===== src/rtl/jogo_sequencia_param.sv =====
// Sequence-memory game controller: growing rounds over an external sequence ROM,
// with per-move timeout, selectable game length and Moore status outputs.
module jogo_sequencia_param #(
    parameter int N_BOTOES = 4,
    parameter int END_BITS = 4,
    parameter int TIMEOUT  = 5000
) (
    input  logic                clock,
    input  logic                reset,
    input  logic                iniciar,
    input  logic                nivel,
    input  logic [N_BOTOES-1:0] chaves,
    output logic [END_BITS-1:0] mem_addr,
    input  logic [N_BOTOES-1:0] mem_data,
    output logic                pronto,
    output logic                acertou,
    output logic                errou,
    output logic                timeout,
    output logic [N_BOTOES-1:0] leds,
    output logic [END_BITS-1:0] db_rodada,
    output logic [END_BITS-1:0] db_contagem,
    output logic [3:0]          db_estado,
    output logic                db_igual,
    output logic                db_tem_jogada
);

    localparam int TW = $clog2(TIMEOUT) + 1;
    localparam logic [TW-1:0]       TIMER_LAST = TW'(TIMEOUT - 1);
    localparam logic [END_BITS-1:0] LAST_CURTO = END_BITS'((1 << (END_BITS - 1)) - 1);
    localparam logic [END_BITS-1:0] LAST_LONGO = '1;

    typedef enum logic [3:0] {
        INICIAL        = 4'h0,
        PREPARACAO     = 4'h1,
        INICIA_RODADA  = 4'h2,
        ESPERA         = 4'h3,
        REGISTRA       = 4'h4,
        COMPARA        = 4'h5,
        PROXIMO        = 4'h6,
        PROXIMA_RODADA = 4'h7,
        FIM_ACERTO     = 4'hA,
        FIM_TIMEOUT    = 4'hD,
        FIM_ERRO       = 4'hE
    } estado_t;

    estado_t             estado_q, estado_d;
    logic [END_BITS-1:0] rodada_q, rodada_d;
    logic [END_BITS-1:0] contagem_q, contagem_d;
    logic [TW-1:0]       timer_q, timer_d;
    logic [N_BOTOES-1:0] jogada_q, jogada_d;
    logic                nivel_q, nivel_d;
    logic                prev_any_q;

    logic                tem_jogada;
    logic                igual;
    logic [END_BITS-1:0] ultimo;

    // A held key produces a single pulse: only the rising edge of "any key" counts.
    assign tem_jogada = (|chaves) & ~prev_any_q;
    assign igual      = (jogada_q == mem_data);
    assign ultimo     = nivel_q ? LAST_LONGO : LAST_CURTO;

    always_ff @(posedge clock) begin
        if (reset) begin
            estado_q   <= INICIAL;
            rodada_q   <= '0;
            contagem_q <= '0;
            timer_q    <= '0;
            jogada_q   <= '0;
            nivel_q    <= 1'b0;
            prev_any_q <= 1'b0;
        end else begin
            estado_q   <= estado_d;
            rodada_q   <= rodada_d;
            contagem_q <= contagem_d;
            timer_q    <= timer_d;
            jogada_q   <= jogada_d;
            nivel_q    <= nivel_d;
            prev_any_q <= |chaves;
        end
    end

    always_comb begin
        estado_d   = estado_q;
        rodada_d   = rodada_q;
        contagem_d = contagem_q;
        timer_d    = timer_q;
        jogada_d   = jogada_q;
        nivel_d    = nivel_q;
        case (estado_q)
            INICIAL, FIM_ACERTO, FIM_ERRO, FIM_TIMEOUT: begin
                if (iniciar) estado_d = PREPARACAO;
            end
            PREPARACAO: begin
                rodada_d   = '0;
                contagem_d = '0;
                jogada_d   = '0;
                timer_d    = '0;
                nivel_d    = nivel;
                estado_d   = INICIA_RODADA;
            end
            INICIA_RODADA: begin
                contagem_d = '0;
                timer_d    = '0;
                estado_d   = ESPERA;
            end
            ESPERA: begin
                if (tem_jogada) begin
                    timer_d  = '0;
                    estado_d = REGISTRA;
                end else if (timer_q == TIMER_LAST) begin
                    estado_d = FIM_TIMEOUT;
                end else begin
                    timer_d = timer_q + TW'(1);
                end
            end
            REGISTRA: begin
                jogada_d = chaves;
                estado_d = COMPARA;
            end
            COMPARA: begin
                if (!igual)                      estado_d = FIM_ERRO;
                else if (contagem_q != rodada_q) estado_d = PROXIMO;
                else if (rodada_q == ultimo)     estado_d = FIM_ACERTO;
                else                             estado_d = PROXIMA_RODADA;
            end
            PROXIMO: begin
                contagem_d = contagem_q + END_BITS'(1);
                timer_d    = '0;
                estado_d   = ESPERA;
            end
            PROXIMA_RODADA: begin
                rodada_d = rodada_q + END_BITS'(1);
                estado_d = INICIA_RODADA;
            end
            default: estado_d = INICIAL;
        endcase
    end

    assign mem_addr      = contagem_q;
    assign pronto        = (estado_q == FIM_ACERTO) || (estado_q == FIM_ERRO) || (estado_q == FIM_TIMEOUT);
    assign acertou       = (estado_q == FIM_ACERTO);
    assign errou         = (estado_q == FIM_ERRO) || (estado_q == FIM_TIMEOUT);
    assign timeout       = (estado_q == FIM_TIMEOUT);
    assign leds          = jogada_q;
    assign db_rodada     = rodada_q;
    assign db_contagem   = contagem_q;
    assign db_estado     = estado_q;
    assign db_igual      = igual;
    assign db_tem_jogada = tem_jogada;

endmodule

===== config.mk =====
export PLATFORM = sky130hd
export DESIGN_NAME = jogo_sequencia_param
export DESIGN_NICKNAME = d
export VERILOG_FILES = /design/src/rtl/jogo_sequencia_param.sv
export SDC_FILE = /design/constraint.sdc
export NUM_CORES = 1
export LEC_CHECK = 0
export ABC_AREA = 1
export BUFFER_PORTS_ARGS = -buffer_cell sky130_fd_sc_hd__clkbuf_2
export CORE_ASPECT_RATIO = 1.4
export CORE_MARGIN = 2
export CORE_UTILIZATION = 31
export CTS_BUF_LIST = sky130_fd_sc_hd__clkbuf_16
export DETAILED_ROUTE_END_ITERATION = 8
export PLACE_DENSITY = 0.55
export SLEW_MARGIN = 20
export SYNTH_ARGS = -nofsm -noshare
export SYNTH_HDL_FRONTEND = slang
export SYNTH_SLANG_ARGS = --single-unit
export TNS_END_PERCENT = 5

===== constraint.sdc =====
create_clock -name clock -period 5 [get_ports clock]
set_clock_uncertainty 0.15 [all_clocks]
set_input_delay 0.75 -clock clock [delete_from_list [all_inputs] [get_ports clock]]
set_output_delay 0.75 -clock clock [all_outputs]
set_load 0.03 [all_outputs]

==> results.cfg <==
[timing]
hold_viol_final = 0
setup_viol = 0
finalHoldWorstSlack_ns = 0.332
relSlewSlack_pct = 70.3
fin_ws_ns = 2.48
post-route-min-period_ns = 2.52
finalCritPeriodShare_pct = 50.4
max_freq_ghz = 0.397
rsz0062_at_grt = no
tns_ns = 0
worstMarginPinSlew_ns = 0.446
finalMaxSlewViolations = 0

[drt]
route.vias.total = 2238
routedWlPerCell_um = 12.1
viasPerCell = 4.78
final_antenna_net_count = 0
wirelength_um = 5660
drc = 0
dr.pass1.iters = 4
drt-initial-drc-count = 89

[worst_setup_path]
ff2ff_setup_slack_ns = 3.00
cp_num_buf_inv = 3
crit_type = in2out
max_stage_delay_ns = 0.21
crit_end = db_tem_jogada
cp.depth = 6
worstPathArrival_ns = 1.62
r2r-end = timer_q[6]$_SDFFE_PP0P_
cp-end-kind = output port
critPathLaunch = chaves[0]
cp_slowest_cell = nand2_1
crit_family = buffers and inverters
start_kind = primary input
rr_startpoint = timer_q[0]$_SDFFE_PP0P_
crit_fanout = 7
crit_chain = clkbuf_2, nor2_1, nand2_1, nand2_1, inv_1, clkbuf_2
worstPathRequired_ns = 4.10
ff2ff_path_depth = 10

[place]
place_ws_ns = 2.47
dpl.hpwl_um = 4440
place_inst = 460
place_congestion = 0.880
portBuffers = 37

[power]
total_power_uw = 967
irDropWorstVdd_mv = 0.228
p_per_area_nw_per_um2 = 393
leakage_uw = 0.00116

[floorplanning]
row_count = 35
die-area_sq_um = 7460
fp.dieW_um = 73.6
die_y_um = 101
start_util_pct = 32.0
io_pins = 38
core-area_sq_um = 6570

[global_route]
grt_pass1_vias = 2096
grt_pass1_wl_um = 9450
use_met3_pct = 2.99
grt-ovfl-total = 0
use_met2_pct = 32.1
grt_max_degree = 21
grt-busiest-layer = met2
use_met1_pct = 16.7
grt_use_total_pct = 16.4
antenna_found_initial = 0

[cells_and_area]
n_antenna_cell = 0
nFillCells = 742
stdcell_count = 468
layout-drive-gt1-share_pct = 16.2
final_nets = 408
syn_to_final_growth_pct = 17.2

[logic_synthesis]
async_flop_share_pct = 0
synth_area_sq_um = 2100
synth_enable_flop_cells = 0
synth_cell_types = 29
yosys_register_bits = 32
synth_ff_type = dfxtp_1
syn_nets = 373
ys_warn_count = 0
synth_top_cell_area_share_pct = 30.5
synth.area.top_cells = dfxtp_1 30%, nand2_1 21%, inv_1 8.8%
synth.avg_cell_area_sq_um = 5.87
synth.most_common_cell = nand2_1
syn-instance-count = 358
yosysSeqAreaShare_pct = 30.5
synth.largest_area_cell = dfxtp_1
synthTopCellsByCount = 118 x nand2_1, 49 x inv_1, 49 x nor2_1

[clock_network]
postCtsSetupRepairBufs = 0
clock_path_buffers = 2
cts.hold.buffers_added = 0
htreeDepth = 2
clock_latency_ns = 0.28
cts-resized-gates = 0
cts_tree = yes
numCtsBuffers = 5
clkTransAtPathRegs_ns = 0.06
cts_root_buffer = clkbuf_16
clock_sinks = 32

[flow_run]
cap_viol_max_count = 0

[run_status]
status = finished clean

[worst_hold_path]
hold_path_class = reg2reg
-- cell usage in the layout, fill, tap and decap left out, drive strengths merged, types with 3 or more instances in the layout --
master,n
o21ai,9
ha,3
dfxtp,32
a21oi,24
nand2,125
nand4,5
clkbuf,42
nor2,52
inv,56
nand3,26
nor3,10
-- metrics by stage --
step                area (sq um)  utilization, %
floorplan                   2100               -
global placement            2320            35.3
detailed placement          2320            35.3
CTS                         2460            37.5
global route                2460            37.5
finish                      2460            37.5
-- worst min-delay path, stage by stage (launching register included) --
cell     delay (ns)
dfxtp_1        0.29
inv_1          0.08
a21oi_1        0.06
-- per-layer routing --
| metal | up-vias | wire [um] | share of wire (%) |
|---|---|---|---|
| met1 | 1000 | 2270 | 40 |
| li1 | 1180 | - | - |
| met4 | 0 | 104 | 1.8 |
| met2 | 44 | 3130 | 55 |
| met3 | 14 | 152 | 2.7 |
| met5 | - | 0 | 0 |
-- kinds of logic after synthesis --
| group | synth area share [%] |
|---|---|
| xor+xnor | 0.417 |
| compound gates | 9.35 |
| buf+inv | 12.7 |
| flops | 30.5 |
| fa+ha+maj | 1.79 |
| simple gates | 45.3 |
-- power breakdown --
part | switching (uW) | leakage, uW | internal [uW]
Clock | 117 | 0.0000687 | 181
Combinational | 271 | 0.000831 | 99.3
Sequential | 25.6 | 0.000259 | 274
-- registers in the layout, indices dropped and copies added, names as in the netlist --
signal / flops
db_rodada: 4
nivel_q: 1
prev_any_q: 1
timer_q: 14
db_contagem: 4
leds: 4
db_estado: 4
-- layout make-up --
class | count | area [sq um] | area share, %
flip-flops and latches | 32 | 641 | 26.0
clock buffers | 5 | 125 | 5.08
repair buffers | 37 | 185 | 7.52
multi-input cells | 262 | 1190 | 48.5
well taps | 74 | 92.6 | 3.76
inverters | 55 | 209 | 8.49
clock inverters | 3 | 15.0 | 0.610
-- worst min-delay path by stage --
stage                                       start                      end  slack [ns]  cells after the start
after CTS                    nivel_q$_SDFFE_PP0P_     nivel_q$_SDFFE_PP0P_        0.33                      2
after global routing      timer_q[1]$_SDFFE_PP0P_  timer_q[1]$_SDFFE_PP0P_        0.37                      2
final                        nivel_q$_SDFFE_PP0P_     nivel_q$_SDFFE_PP0P_        0.33                      2
after detailed placement     nivel_q$_SDFFE_PP0P_     nivel_q$_SDFFE_PP0P_        0.33                      2
after global placement       nivel_q$_SDFFE_PP0P_     nivel_q$_SDFFE_PP0P_        0.31                      2
after floorplan              nivel_q$_SDFFE_PP0P_     nivel_q$_SDFFE_PP0P_        0.30                      2
(Power assumes the default switching activity.)
